==> src/rtl/dmem_arb_pkg.sv <==
// -----------------------------------------------------------------------------
// dmem_arb_pkg
//   Shared types and constants for the data-memory arbiter.
//   arb_state_t : sequencing FSM states (IDLE -> ISSUE -> WAIT -> DONE)
//   arb_owner_t : which requester currently owns the memory port
//   WORD_MASK   : clears the byte-offset bits of a byte address
// -----------------------------------------------------------------------------
package dmem_arb_pkg;

    typedef enum logic [1:0] {
        IDLE  = 2'd0,
        ISSUE = 2'd1,
        WAIT  = 2'd2,
        DONE  = 2'd3
    } arb_state_t;

    typedef enum logic {
        CPU = 1'b0,
        DMA = 1'b1
    } arb_owner_t;

    localparam logic [31:0] WORD_MASK = 32'hFFFF_FFFC;

endpackage

==> src/rtl/arb_latency_timer.sv <==
// -----------------------------------------------------------------------------
// arb_latency_timer
//   Loadable down-counter that times the memory latency window.
//   Ports:
//     clk, reset_n : clock, async active-low reset
//     load         : load MEM_LAT-1 (asserted in the cycle before WAIT)
//     run          : count down while in WAIT
//     expire       : count has reached 0 (last WAIT cycle)
// -----------------------------------------------------------------------------
module arb_latency_timer #(
    parameter int MEM_LAT = 1
) (
    input  logic clk,
    input  logic reset_n,
    input  logic load,
    input  logic run,
    output logic expire
);

    localparam logic [3:0] LOAD_VAL = 4'(MEM_LAT - 1);

    logic [3:0] cnt;

    always_ff @(posedge clk or negedge reset_n) begin
        if (!reset_n)
            cnt <= 4'd0;
        else if (load)
            cnt <= LOAD_VAL;
        else if (run && cnt != 4'd0)
            cnt <= cnt - 4'd1;
    end

    assign expire = (cnt == 4'd0);

endmodule

==> src/rtl/dmem_arbiter.sv <==
// -----------------------------------------------------------------------------
// dmem_arbiter
//   Shares the single-port data memory between the CPU MEM stage and a DMA /
//   debug loader. CPU has priority; a starvation counter forces a DMA grant
//   after STARVE_MAX consecutive CPU grants while DMA waits. Each access runs
//   IDLE -> ISSUE -> WAIT(MEM_LAT cycles) -> DONE.
//   Ports:
//     clk, reset_n                          : clock, async active-low reset
//     cpu_req/we/addr/wdata, cpu_rdata      : CPU request and read data
//     cpu_stall                             : combinational pipeline stall
//     dma_req/we/addr/wdata, dma_rdata      : DMA request and read data
//     dma_ack                               : one-cycle completion pulse
//     mem_en/we/addr/wdata, mem_rdata       : memory port
// -----------------------------------------------------------------------------
module dmem_arbiter
    import dmem_arb_pkg::*;
#(
    parameter int MEM_LAT    = 1,
    parameter int STARVE_MAX = 4
) (
    input  logic        clk,
    input  logic        reset_n,

    input  logic        cpu_req,
    input  logic        cpu_we,
    input  logic [31:0] cpu_addr,
    input  logic [31:0] cpu_wdata,
    output logic [31:0] cpu_rdata,
    output logic        cpu_stall,

    input  logic        dma_req,
    input  logic        dma_we,
    input  logic [31:0] dma_addr,
    input  logic [31:0] dma_wdata,
    output logic [31:0] dma_rdata,
    output logic        dma_ack,

    output logic        mem_en,
    output logic        mem_we,
    output logic [31:0] mem_addr,
    output logic [31:0] mem_wdata,
    input  logic [31:0] mem_rdata
);

    localparam logic [3:0] STARVE_LIM = 4'(STARVE_MAX);

    arb_state_t state, state_nxt;
    arb_owner_t owner;
    logic       own_we;
    logic [3:0] starve_cnt;
    logic       grant;
    logic       grant_dma;
    logic       expire;

    // Selected request fields at the grant edge
    logic        sel_we;
    logic [31:0] sel_addr;
    logic [31:0] sel_wdata;

    assign sel_we    = grant_dma ? dma_we    : cpu_we;
    assign sel_addr  = grant_dma ? dma_addr  : cpu_addr;
    assign sel_wdata = grant_dma ? dma_wdata : cpu_wdata;

    // -------------------------------------------------------------------------
    // FSM: state register
    // -------------------------------------------------------------------------
    always_ff @(posedge clk or negedge reset_n) begin
        if (!reset_n)
            state <= IDLE;
        else
            state <= state_nxt;
    end

    // -------------------------------------------------------------------------
    // FSM: next state and grant decision (grants only happen in IDLE)
    // -------------------------------------------------------------------------
    always_comb begin
        state_nxt = state;
        grant     = 1'b0;
        grant_dma = 1'b0;
        case (state)
            IDLE: begin
                if (cpu_req || dma_req) begin
                    grant     = 1'b1;
                    // DMA wins a tie only once the CPU has had its run
                    grant_dma = dma_req && (!cpu_req || starve_cnt == STARVE_LIM);
                    state_nxt = ISSUE;
                end
            end
            ISSUE:   state_nxt = WAIT;
            WAIT:    if (expire) state_nxt = DONE;
            DONE:    state_nxt = IDLE;
            default: state_nxt = IDLE;
        endcase
    end

    // -------------------------------------------------------------------------
    // Latency timer: loaded in ISSUE so WAIT lasts exactly MEM_LAT cycles
    // -------------------------------------------------------------------------
    arb_latency_timer #(
        .MEM_LAT (MEM_LAT)
    ) u_timer (
        .clk     (clk),
        .reset_n (reset_n),
        .load    (state == ISSUE),
        .run     (state == WAIT),
        .expire  (expire)
    );

    // -------------------------------------------------------------------------
    // Grant-edge capture: owner, request fields, memory strobe, starve count.
    // mem_addr / mem_wdata double as the latched request fields.
    // -------------------------------------------------------------------------
    always_ff @(posedge clk or negedge reset_n) begin
        if (!reset_n) begin
            owner      <= CPU;
            own_we     <= 1'b0;
            starve_cnt <= 4'd0;
            mem_en     <= 1'b0;
            mem_we     <= 1'b0;
            mem_addr   <= 32'd0;
            mem_wdata  <= 32'd0;
        end else begin
            // strobe is high only in ISSUE
            mem_en <= grant;
            mem_we <= grant && sel_we;
            if (grant) begin
                owner     <= grant_dma ? DMA : CPU;
                own_we    <= sel_we;
                mem_addr  <= sel_addr & WORD_MASK;
                mem_wdata <= sel_wdata;
                if (!grant_dma && dma_req)
                    starve_cnt <= starve_cnt + 4'd1;
                else
                    starve_cnt <= 4'd0;
            end
        end
    end

    // -------------------------------------------------------------------------
    // Read data capture at the last WAIT edge; writes leave rdata untouched
    // -------------------------------------------------------------------------
    always_ff @(posedge clk or negedge reset_n) begin
        if (!reset_n) begin
            cpu_rdata <= 32'd0;
            dma_rdata <= 32'd0;
        end else if (state == WAIT && expire && !own_we) begin
            if (owner == CPU)
                cpu_rdata <= mem_rdata;
            else
                dma_rdata <= mem_rdata;
        end
    end

    assign cpu_stall = cpu_req && !(state == DONE && owner == CPU);
    assign dma_ack   = (state == DONE) && (owner == DMA);

endmodule

==> config.mk <==
export PLATFORM = sky130hd
export DESIGN_NAME = dmem_arbiter
export DESIGN_NICKNAME = d
export VERILOG_FILES = /design/src/rtl/dmem_arb_pkg.sv /design/src/rtl/arb_latency_timer.sv /design/src/rtl/dmem_arbiter.sv
export SDC_FILE = /design/constraint.sdc
export NUM_CORES = 1
export LEC_CHECK = 0
export ABC_AREA = 1
export CORE_ASPECT_RATIO = 0.5
export CORE_MARGIN = 4
export CORE_UTILIZATION = 52
export DETAILED_ROUTE_END_ITERATION = 8
export DONT_BUFFER_PORTS = 1
export PLACE_DENSITY_LB_ADDON = 0.08
export SETUP_SLACK_MARGIN = 0.05
export SYNTH_ARGS = -nofsm -noshare
export SYNTH_HDL_FRONTEND = slang
export SYNTH_SLANG_ARGS = --single-unit
==> constraint.sdc <==
create_clock -name clk -period 4.6 [get_ports clk]
set_input_delay 0.46 -clock clk [delete_from_list [all_inputs] [get_ports clk]]
set_output_delay 0.46 -clock clk [all_outputs]
set_load 0.01 [all_outputs]
After elaboration in Yosys (flattened, before gate mapping)
Index checks and enable logic that the tools add are counted.
{"block": "totals", "register_bits": 140, "output_inout_bits": 132, "wordCells": 56}
{"block": "op_classes", "addsub": 2, "n_eq_ne": 6, "muxes": 14, "bitwise": 1, "n_reduce_logical": 22}
{"op": "2-to-1 mux 32 bit", "count": 2}
{"op": "2-to-1 mux 4 bit", "count": 3}
{"op": "logical AND 1 bit", "count": 9}
{"op": "case mux 2 bit (4 select lines)", "count": 1}
{"op": "2-to-1 mux 1 bit", "count": 6}
{"op": "AND reduction 2 bit", "count": 3}
{"op": "adder 4 x 1 -> 4 bit (second input constant)", "count": 1}
{"op": "== test 2 bit (second input constant)", "count": 2}
{"op": "== test 4 x 3 -> 1 bit (second input constant)", "count": 1}
{"op": "logical NOT 1 bit", "count": 4}
{"op": "logical NOT 4 bit", "count": 1}
{"op": "2-to-1 mux 2 bit", "count": 2}
{"op": "!= test 2 bit (second input constant)", "count": 2}
{"op": "nonzero test 4 bit", "count": 1}
{"op": "subtractor 4 x 1 -> 4 bit (second input constant)", "count": 1}
{"op": "== test 2 x 1 -> 1 bit (second input constant)", "count": 1}
{"op": "logical NOT 2 bit", "count": 1}
{"op": "logical OR 1 bit", "count": 2}
{"op": "nonzero test 2 bit", "count": 1}
{"op": "inverter 1 bit", "count": 1}

Longest topological paths before layout
Gate-level depths: netlist of run 1.
{"block": "logic_depth", "depth_word": 8, "mapped_depth": 10}

Hierarchy
From an unflattened synthesis of run 1, not the netlist that was laid out.
{"block": "unflattened", "cells_unflattened": 873, "area_unflattened_um2": 6700.2}
{"module": "dmem_arbiter", "n_inst": 1, "cells_per_inst": 839, "area_per_inst_um2": 6452.4}
{"module": "arb_latency_timer", "n_inst": 1, "cells_per_inst": 34, "area_per_inst_um2": 247.7}

Worst setup path before layout of run 1
OpenSTA, ideal clock, no wires.
{"block": "synth_path", "kind": "register to register", "start": "reg state[0]", "end": "reg cpu_rdata[0]", "t_arrival_ns": 1.373, "required_ns": 4.470, "setup_slack_ns": 3.097, "path_stages_with_launch": 9, "n_path_buf": 1, "synth_period_minus_slack_ns": 1.503, "cell_sequence": "dfrtp_1 inv_1 ha_1 inv_1 nor2_1 nand3_2 clkbuf_1 nand2_1 o21ai_0"}
{"block": "synth_between", "elab_chain_cells": 4}
{"element": "from (decl)", "line_no": "dmem_arbiter.sv:47", "text": "arb_state_t state, state_nxt;"}
{"element": "from (signal assigned)", "line_no": "dmem_arbiter.sv:71", "text": "state <= state_nxt;"}
{"element": "== test 2 bit", "line_no": "dmem_arbiter.sv:147", "text": "end else if (state == WAIT && expire && !own_we) begin"}
{"element": "logical AND 1 bit (2 in series)", "line_no": "dmem_arbiter.sv:147"}
{"element": "AND reduction 2 bit (no line)"}
{"element": "to (signal assigned)", "line_no": "dmem_arbiter.sv:149", "text": "cpu_rdata <= mem_rdata;"}
{"element": "to (decl)", "line_no": "dmem_arbiter.sv:28", "text": "output logic [31:0] cpu_rdata,"}
Every way passes these cells.
A chain may end at the register's enable or synchronous reset.

Final worst setup path of run 1
{"block": "layout_path", "start": "reg state[0]", "end": "reg mem_addr[21]"}
{"block": "layout_between", "elab_chain_cells": 3, "word_cells_on_any_way": 4, "cone_classes": "3 x mux; 1 x reduce/logical"}
{"element": "logical NOT 2 bit (*)", "line_no": "dmem_arbiter.sv:81", "text": "case (state)"}
{"element": "2-to-1 mux 1 bit", "line_no": "dmem_arbiter.sv:81"}
{"element": "2-to-1 mux 32 bit", "line_no": "dmem_arbiter.sv:61", "text": "assign sel_addr = grant_dma ? dma_addr : cpu_addr;"}
{"element": "to (signal assigned)", "line_no": "dmem_arbiter.sv:130", "text": "mem_addr <= sel_addr & WORD_MASK;"}
{"element": "to (decl)", "line_no": "dmem_arbiter.sv:40", "text": "output logic [31:0] mem_addr,"}
Mark *: on every way between the ends. The rest lies on a longest branch, timed or not.

==> impl_metrics.tcl, run 1 <==
set metrics [dict create \
    status "finished, violations left" \
    violations "hold timing" \
    path_cells "inv_1, ha_1, inv_1, nor2_4, buf_4, inv_2, nand2_1, nand2_1" \
    grt_max_degree 141 \
    synth_top_family_by_area "simple AND/OR/NAND/NOR gates" \
    relSlewSlack_pct 17.3 \
    crit_arrival_ns 2.86 \
    dr_total_vias 5153 \
    switchingPower_uw 2110 \
    cts_setup_buffers 0 \
    cp_max_fo 71 \
    regToRegSetupSlack_ns 2.02 \
    ys_warn_count 0 \
    ys_ff_latch 140 \
    hold_path_class "in2async" \
    hpwlAfterDp_um 11300 \
    antenna_found_initial 0 \
    nets 1020 \
    cts_sinks 140 \
    io_pins 298 \
    fin_crit_ns 2.58 \
    initial_core_util_pct 54.9 \
    regArea_mm2 0.00350 \
    power_leakage_uw 0.00424 \
    synth-seq-area-share_pct 52.4 \
    grt-ovfl-total 0 \
    pwr-share-seq_pct 49.8 \
    p_per_area_mw_per_mm2 720 \
    die_w_um 168 \
    clock_skew_ns 0.00917 \
    crit_required_ns 4.88 \
    gp_congestion 0.804 \
    drt_iter0_drc 360 \
    drcViolationCount 0 \
    critPathTopFamily "buffers and inverters" \
    clockPowerShare_pct 26.1 \
    clk_pin_slew_ns 0.06 \
    yosysTopAreaCellShare_pct 52.4 \
    final_core_util_pct 59.8 \
    fin_tns_setup_ns 0 \
    cts_tree "yes" \
    cts_buffers 17 \
    multiInputGateArea_mm2 0.00227 \
    track_usage_pct 21.8 \
    use_met1_pct 28.0 \
    r2r-end "mem_addr[21]$_DFFE_PN0P_" \
    synth.area.mux_share_pct 0 \
    r2r_cells 8 \
    wl_um 16600 \
    ys_types 23 \
    stdcell_area_mm2 0.00729 \
    core_area_mm2 0.0122 \
    synth_simple_gate_area_share_pct 26.5 \
    htreeDepth 4 \
    synth_area_mm2 0.00669 \
    drive_gt1_share_pct 4.90 \
    grt_first_pass_wirelength_um 25800 \
    r2r_start "state[0]$_DFFE_PN0P_" \
    rsz0062_at_grt "false" \
    clock_latency_ns 0.41 \
    comb_power_share_pct 24.1 \
    cap_violations 0 \
    wire_per_inst_um 16.2 \
    fmax_mhz 388 \
    synth_top_area_cell "dfrtp_1" \
    fp-row-count 28 \
    dieHeight_um 88.2 \
    routed_via_density 5.04 \
    ir_drop_v 0.000302 \
    gr-max-usage-layer "met2" \
    antenna_left 0 \
    hold_slack_ns -0.0123 \
    die_area_mm2 0.0149 \
    switching_share_pct 40.2 \
    cts.path.max_buffers 2 \
    synth_area_leaders "dfrtp_1 (52%), nand2_1 (15%), nand3_1 (10%), inv_1 (9.9%), o21ai_0 (5.0%)" \
    cp_slowest_cell "inv_2" \
    period_share_pct 56.1 \
    met2_usage_pct 35.4 \
    place_inst 991 \
    fillers 1128 \
    port_buffers 0 \
    critPathBufInv 4 \
    worst_pin_slew_ns 1.24 \
    layout-area-overhead-vs-synth_pct 9.01 \
    p_int_uw 3140 \
    finalSetupViolations 0 \
    worstSetupStartpointType "flop" \
    end_kind "flop" \
    critical_path_class "reg2reg" \
    drv_slew 0 \
    synth_xor_area_share_pct 0.131 \
    synthCells 870 \
    worst_path_largest_cell_delay_ns 0.65 \
    hold_viol 2 \
    cts-root-buf "clkbuf_16" \
    placed_area_mm2 0.00667 \
    first_pass_iters 4 \
    synthAdderAreaFrac_pct 1.50 \
    post_layout_nonfiller_instances 1023 \
    synth_compound_area_share_pct 5.63 \
    syn_avg_cell_area_um2 7.69 \
    grt_pass1_vias 4843 \
    antenna_cells 0 \
    met3_usage_pct 8.43 \
]
## metal layers
layer  part of all wire (%)  wire, um
met5                      0         0
met4                    1.2       193
met3                    9.5      1570
met2                     48      7980
met1                     41      6850
## logic make-up (layout without fill, tap and decap cells)
family / count (synthesis) / count (layout)
AND/OR/NAND/NOR: 420 / 420
buffers and inverters: 226 / 213
flip-flops: 140 / 140
AO/OA/AOI/OAI: 74 / 74
adder cells (fa/ha/maj): 8 / 8
other: 1 / 2
XOR/XNOR: 1 / 1
## power groups by stage
stage	clock network [uW]	registers, uW	logic, uW
after detailed placement	0	2650	1260
after global placement	0	2640	1200
after global routing	1460	2690	1510
after CTS	1400	2640	1280
after floorplan	0	2430	1070
final	1370	2620	1260
## metrics by stage
step	power (uW)	hold slack (ns)	setup slack (ns)
4_1_cts	5330	0.0630	2.02
6_report	5250	-0.0123	2.02
3_5_place_dp	3910	0.169	2.03
2_1_floorplan	3500	0.164	3.10
3_3_place_gp	3850	0.170	2.04
5_1_grt	5660	0.0523	1.77
## worst max-delay path by stage
| stage | slack, ns | startpoint | to | cells past startpoint |
|---|---|---|---|---|
| floorplan | 3.10 | state[0]$_DFFE_PN0P_ | cpu_rdata[0]$_DFFE_PN0P_ | 8 |
| global placement | 2.04 | state[0]$_DFFE_PN0P_ | starve_cnt[0]$_DFFE_PN0P_ | 8 |
| detailed placement | 2.03 | state[0]$_DFFE_PN0P_ | starve_cnt[0]$_DFFE_PN0P_ | 8 |
| CTS | 2.02 | state[0]$_DFFE_PN0P_ | starve_cnt[0]$_DFFE_PN0P_ | 8 |
| global route | 1.77 | state[0]$_DFFE_PN0P_ | mem_addr[9]$_DFFE_PN0P_ | 8 |
| finish | 2.02 | state[0]$_DFFE_PN0P_ | mem_addr[21]$_DFFE_PN0P_ | 8 |
## area by class of cell
cell class / instances / area share [%]
clock inverters: 11 / 1.82
clock buffers: 20 / 6.40
well taps: 165 / 2.83
multi-input cells: 505 / 31.1
flip-flops and latches: 140 / 48.0
repair buffers: 4 / 0.686
inverters: 178 / 9.16
## cell usage in the layout, fill, tap and decap left out
| cell type | n |
|---|---|
| nand2_1 | 272 |
| inv_1 | 176 |
| dfrtp_1 | 140 |
| nand3_1 | 134 |
| o21ai_0 | 67 |
| clkbuf_16 | 17 |
| ha_1 | 8 |
| nor2_1 | 7 |
| a21oi_1 | 4 |
| inv_6 | 4 |
| clkbuf_8 | 3 |
| buf_4 | 3 |
| nand2_2 | 2 |
| inv_2 | 2 |
| nand3_2 | 2 |
| nand4_1 | 2 |
| conb_1 | 2 |
| clkinvlp_4 | 2 |
| clkinv_4 | 2 |
| bufinv_16 | 2 |
| nor2_4 | 1 |
| a21boi_0 | 1 |
| a22oi_1 | 1 |
| xor2_1 | 1 |
| o22ai_1 | 1 |
| clkinv_2 | 1 |
| buf_16 | 1 |
## state kept, by name (all words and copies together) (netlist names)
| name | cells |
|---|---|
| cpu_rdata | 32 |
| dma_rdata | 32 |
| mem_addr | 30 |
| mem_en | 1 |
| mem_wdata | 32 |
| mem_we | 1 |
| own_we | 1 |
| owner | 1 |
| starve_cnt | 4 |
| state | 2 |
| u_timer.cnt | 4 |
## what timing repair did
action / in CTS / in global routing
gates resized for setup: 0 / 0
hold buffers: 1 / 0
hold endpoints to repair: 140 / 0
## Yosys cell counts
cell type and count:
o22ai_1 1, nand2_2 2, inv_2 2, clkbuf_1 12, nand3_2 2, buf_2 25
nand3_1 134, xor2_1 1, ha_1 8, buf_1 4, dfrtp_1 140, a21oi_1 4
buf_6 5, conb_1 1, buf_4 2, nor2_1 7, nor2_4 1, a21boi_0 1
o21ai_0 67, a22oi_1 1, nand2_1 272, nand4_1 2, inv_1 176
Power figures use the tool's default switching activity.
==> run 2: changes to the inputs <==
- clock period: 4.6 -> 2.6 ns (I/O delays scaled with it)
==> impl_metrics.tcl, run 2 (same netlist as run 1, synthesis figures left out) <==
set metrics [dict create \
    fin_tns_setup_ns 0 \
    fmax_mhz 531 \
    regToRegSetupSlack_ns 0.72 \
    critPathLaunch "starve_cnt[0]$_DFFE_PN0P_" \
    drive_gt1_share_pct 5.62 \
    end_kind "flop" \
    final_cell_mix "nand2_1 (272), inv_1 (176), dfrtp_1 (140), nand3_1 (134), o21ai_0 (67)" \
    critPathTopFamily "buffers and inverters" \
    worstSetupStartpointType "flop" \
    crit_required_ns 2.89 \
    drt_iter0_drc 367 \
    dieHeight_um 88.2 \
    final_core_util_pct 60.6 \
    antenna_found_initial 0 \
    cp_slowest_cell "buf_4" \
    critPathBufInv 2 \
    cpMostUsedCell "nand3_1" \
    path_cells "inv_1, ha_1, nand3_1, nand2_2, buf_4, nand3_1, nand3_1, nand2_1" \
    gp_congestion 0.795 \
    htreeDepth 4 \
    fillers 1112 \
    cts-root-buf "clkbuf_16" \
    drv_slew 0 \
    hpwlAfterDp_um 11800 \
    final_common_cell "nand2_1" \
    relSlewSlack_pct 54.8 \
    finalSetupViolations 0 \
    clock_latency_ns 0.41 \
    wl_um 17200 \
    antenna_left 0 \
    critical_path_class "reg2reg" \
    r2r_cells 8 \
    fp-row-count 28 \
    power_leakage_uw 0.00429 \
    r2r-end "own_we$_DFFE_PN0P_" \
    io_pins 298 \
    clock_skew_ns 0.00990 \
    routed_via_density 5.09 \
    ctsResizeCount 0 \
    drcViolationCount 0 \
    worst_path_largest_cell_delay_ns 0.51 \
    port_buffers 0 \
    initial_core_util_pct 54.9 \
    r2r_start "starve_cnt[0]$_DFFE_PN0P_" \
    period_share_pct 72.5 \
    first_pass_iters 5 \
    cts_tree "yes" \
    cts_setup_buffers 0 \
    track_usage_pct 22.9 \
    p_total_uw 9320 \
    nets 1033 \
    antenna_cells 0 \
    cap_violations 0 \
    pwr-share-seq_pct 49.6 \
    hold_path_class "in2async" \
    grt_first_pass_wirelength_um 27200 \
    layout-area-overhead-vs-synth_pct 10.4 \
    cts_buffers 17 \
    fin_crit_ns 1.88 \
    cts_sinks 140 \
    switching_share_pct 40.6 \
    die_w_um 168 \
    wire_per_inst_um 16.6 \
    grt_pass1_vias 5134 \
    switchingPower_uw 3790 \
    cp_max_fo 63 \
    grt-ovfl-total 0 \
    hold_viol 140 \
    grt_max_degree 141 \
    die_area_mm2 0.0149 \
    p_per_area_mw_per_mm2 1260 \
    cts.path.max_buffers 2 \
    violations "hold timing" \
    crit_arrival_ns 2.18 \
    comb_power_share_pct 24.5 \
    worst_pin_slew_ns 0.679 \
    preCtsSetupSlack_ns 0.754 \
    hold_slack_ns -0.446 \
    hold_buffers 6 \
    setup_ws_ns 0.715 \
    rsz0062_at_grt "false" \
    core_area_mm2 0.0122 \
    dr_total_vias 5277 \
    clk_pin_slew_ns 0.06 \
    clockPowerShare_pct 26.0 \
    ir_drop_v 0.000562 \
    status "finished, violations left" \
    top_regs "cpu_rdata x32, dma_rdata x32, mem_wdata x32" \
    p_int_uw 5530 \
]
-- run 2: worst max-delay path by stage --
stage | cells past startpoint | slack (ns) | to
finish | 8 | 0.72 | own_we$_DFFE_PN0P_
global route | 8 | 0.54 | mem_wdata[8]$_DFFE_PN0P_
CTS | 8 | 0.74 | mem_wdata[2]$_DFFE_PN0P_
detailed placement | 8 | 0.75 | mem_wdata[2]$_DFFE_PN0P_
global placement | 8 | 0.78 | mem_wdata[19]$_DFFE_PN0P_
floorplan | 8 | 1.10 | cpu_rdata[0]$_DFFE_PN0P_
-- run 2: layout make-up --
| type | instances | area (um^2) | area share (%) |
|---|---|---|---|
| Clock buffer | 18 | 429 | 5.81 |
| Clock inverter | 14 | 158 | 2.13 |
| Inverter | 178 | 668 | 9.04 |
| Multi-Input combinational cell | 505 | 2270 | 30.7 |
| Sequential cell | 140 | 3500 | 47.4 |
| Tap cell | 165 | 206 | 2.79 |
| Timing Repair Buffer | 17 | 155 | 2.10 |
-- run 2: power groups by stage --
| stage | sequential (uW) | clock [uW] | combinational (uW) |
|---|---|---|---|
| after floorplan | 4300 | 0 | 1890 |
| after global placement | 4670 | 0 | 2180 |
| after detailed placement | 4680 | 0 | 2280 |
| after CTS | 4660 | 2470 | 2300 |
| after global routing | 4760 | 2570 | 2700 |
| final | 4620 | 2420 | 2280 |
-- run 2: worst reg2reg max path, stage by stage, from the launching register on --
cell and delay (ns):
dfrtp_1 0.38, inv_1 0.11, ha_1 0.16, nand3_1 0.11
nand2_2 0.09, buf_4 0.51, nand3_1 0.22, nand3_1 0.14
nand2_1 0.05
-- run 2: per-stage QoR --
stage	std cells	area, um^2
finish	1037	7390
global route	1037	7390
CTS	1037	7390
detailed placement	999	6740
global placement	999	6740
floorplan	871	6700
-- run 2: routing by layer --
layer	global-route usage [%]	part of all wire, %	vias up
met5	0	0	-
met4	6.63	1.3	0
met3	8.43	8.6	17
met2	37.4	49	178
met1	29.2	41	2475
li1	-	-	2607
==> run 3: changes to the inputs <==
- clock period: 2.6 -> 1.7 ns (I/O delays scaled with it)
==> impl_metrics.tcl, run 3 (same netlist as run 1, synthesis figures left out) <==
set metrics [dict create \
    status "finished, violations left" \
    violations "hold timing" \
    fp-row-count 28 \
    worst_path_largest_cell_delay_ns 0.38 \
    grt_max_degree 141 \
    cp_max_fo 21 \
    clk_pin_slew_ns 0.06 \
    preCtsSetupSlack_ns 0.0297 \
    wire_per_inst_um 17.2 \
    r2r_cells 8 \
    cap_violations 0 \
    hold_path_class "in2async" \
    finalSetupViolations 0 \
    clock_skew_ns 0.00987 \
    cp.depth 8 \
    cp_slowest_cell "dfrtp_1" \
    p_int_uw 9040 \
    antenna_left 0 \
    path_cells "inv_1, ha_1, nand3_1, nand2_2, buf_4, nand3_1, nand3_1, nand2_1" \
    fillers 854 \
    initial_core_util_pct 54.9 \
    setup_ws_ns 0.123 \
    crit_required_ns 2.00 \
    gp_congestion 0.813 \
    crit_end "mem_wdata[21]$_DFFE_PN0P_" \
    wl_met2_um 9810 \
    pwr-share-seq_pct 47.1 \
    layout-area-overhead-vs-synth_pct 34.9 \
    top_layer_used "met4" \
    clock_latency_ns 0.41 \
    dr_total_vias 6186 \
    ir_drop_v 0.000860 \
    track_usage_pct 26.3 \
    hold_buffers 145 \
    clockPowerShare_pct 25.5 \
    nets 1180 \
    critPathLaunch "starve_cnt[0]$_DFFE_PN0P_" \
    rsz0062_at_grt "true" \
    drv_slew 0 \
    dr_wl_met3_um 2020 \
    grt-ovfl-total 0 \
    fmax_mhz 634 \
    fin_crit_ns 1.58 \
    grt_first_pass_wirelength_um 31300 \
    die_w_um 168 \
    core_area_mm2 0.0122 \
    p_per_area_mw_per_mm2 1670 \
    cts-root-buf "clkbuf_16" \
    antenna_found_initial 0 \
    critPathTopFamily "simple AND/OR/NAND/NOR gates" \
    grt_pass1_vias 6127 \
    switchingPower_uw 6060 \
    regToRegSetupSlack_ns 0.12 \
    wl_um 20400 \
    critical_path_class "reg2reg" \
    hold_viol 140 \
    final_cell_mix "nand2_1 (272), inv_1 (174), dlygate4sd3_1 (145), dfrtp_1 (140), nand3_1 (134)" \
    routed_via_density 5.22 \
    cts_buffers 17 \
    r2r_start "starve_cnt[0]$_DFFE_PN0P_" \
    die_area_mm2 0.0149 \
    fin_tns_setup_ns 0 \
    comb_power_share_pct 27.4 \
    port_buffers 0 \
    top_regs "cpu_rdata x32, dma_rdata x32, mem_wdata x32" \
    r2r-end "mem_wdata[21]$_DFFE_PN0P_" \
    htreeDepth 4 \
    drt_iter0_drc 472 \
    critPathBufInv 2 \
    hpwlAfterDp_um 11900 \
    hold_slack_ns -0.543 \
    final_common_cell "nand2_1" \
    cts.path.max_buffers 2 \
    drcViolationCount 0 \
    cts_sinks 140 \
    power_leakage_uw 0.00498 \
    cpMostUsedCell "nand3_1" \
    worstSetupStartpointType "flop" \
    met1_length_um 7970 \
    switching_share_pct 40.1 \
    drive_gt1_share_pct 6.08 \
    end_kind "flop" \
    cts_tree "yes" \
    dieHeight_um 88.2 \
    period_share_pct 92.8 \
    first_pass_iters 7 \
    crit_arrival_ns 1.88 \
    io_pins 298 \
]
==> run 3: cell types whose count changed in the layout (fill, tap and decap cells not counted), moves of 3 or more <==
cell | before | now
clkbuf_16 | 17 | 20
buf_12 | 1 | 7
buf_6 | 0 | 4
dlygate4sd3_1 | 6 | 145
o21ai_1 | 0 | 3
o21ai_0 | 67 | 64
buf_4 | 10 | 5
==> run 3: area by class of cell <==
type,count,area (um^2),share of cell area [%]
multi-input combinational,505,2280,25.3
clock buffer,17,425,4.71
clock inverter,15,186,2.07
tap,165,206,2.29
antenna,1,2.50,0.0277
timing repair buffer,164,1750,19.4
sequential,140,3500,38.8
inverter,178,668,7.40
==> run 3: worst min path at each step <==
stage	start	to	depth (start not counted)
floorplan	reset_n	cpu_rdata[0]$_DFFE_PN0P_	0
finish	reset_n	mem_wdata[12]$_DFFE_PN0P_	0
global placement	reset_n	mem_wdata[12]$_DFFE_PN0P_	0
detailed placement	reset_n	mem_wdata[19]$_DFFE_PN0P_	0
global route	reset_n	mem_wdata[12]$_DFFE_PN0P_	0
CTS	reset_n	mem_wdata[25]$_DFFE_PN0P_	0
==> run 3: what timing repair did <==
action	CTS	global route
pin swaps	1	1
endpoints found under the hold margin	272	140
endpoints found under the setup margin	25	131
buffers inserted	0	1
cloned	0	3
gates resized for setup	1	12
==> run 3: metrics by stage <==
stage	hold WS [ns]	std cells	power, uW	util [%]	cell area [um^2]
4_1_cts	-0.568	1180	15000	73.1	8910
3_3_place_gp	-0.121	1003	10600	56.1	6850
2_1_floorplan	-0.126	871	9470	-	6700
5_1_grt	-0.569	1184	16200	74.0	9020
3_5_place_dp	-0.121	1003	10800	56.1	6850
6_report	-0.543	1185	15100	74.0	9030
==> run 3: worst reg2reg max path: stages (launching register included) <==
cell     delay, ns
dfrtp_1       0.38
inv_1         0.11
ha_1          0.15
nand3_1       0.11
nand2_2       0.14
buf_4         0.26
nand3_1       0.15
nand3_1       0.12
nand2_1       0.05
==> run 3: per-layer routing <==
metal / GRT usage (%) / vias to the layer above
li1: - / 2903
met4: 10.8 / 0
met5: 0 / -
met2: 43.4 / 326
met3: 9.37 / 61
met1: 32.4 / 2896
==> run 3: power by group through the flow <==
stage	Sequential, uW	Combinational [uW]	Clock [uW]
CTS	7120	3920	3920
detailed placement	7150	3640	0
global route	7330	4780	4090
floorplan	6580	2890	0
finish	7110	4140	3850
global placement	7140	3480	0
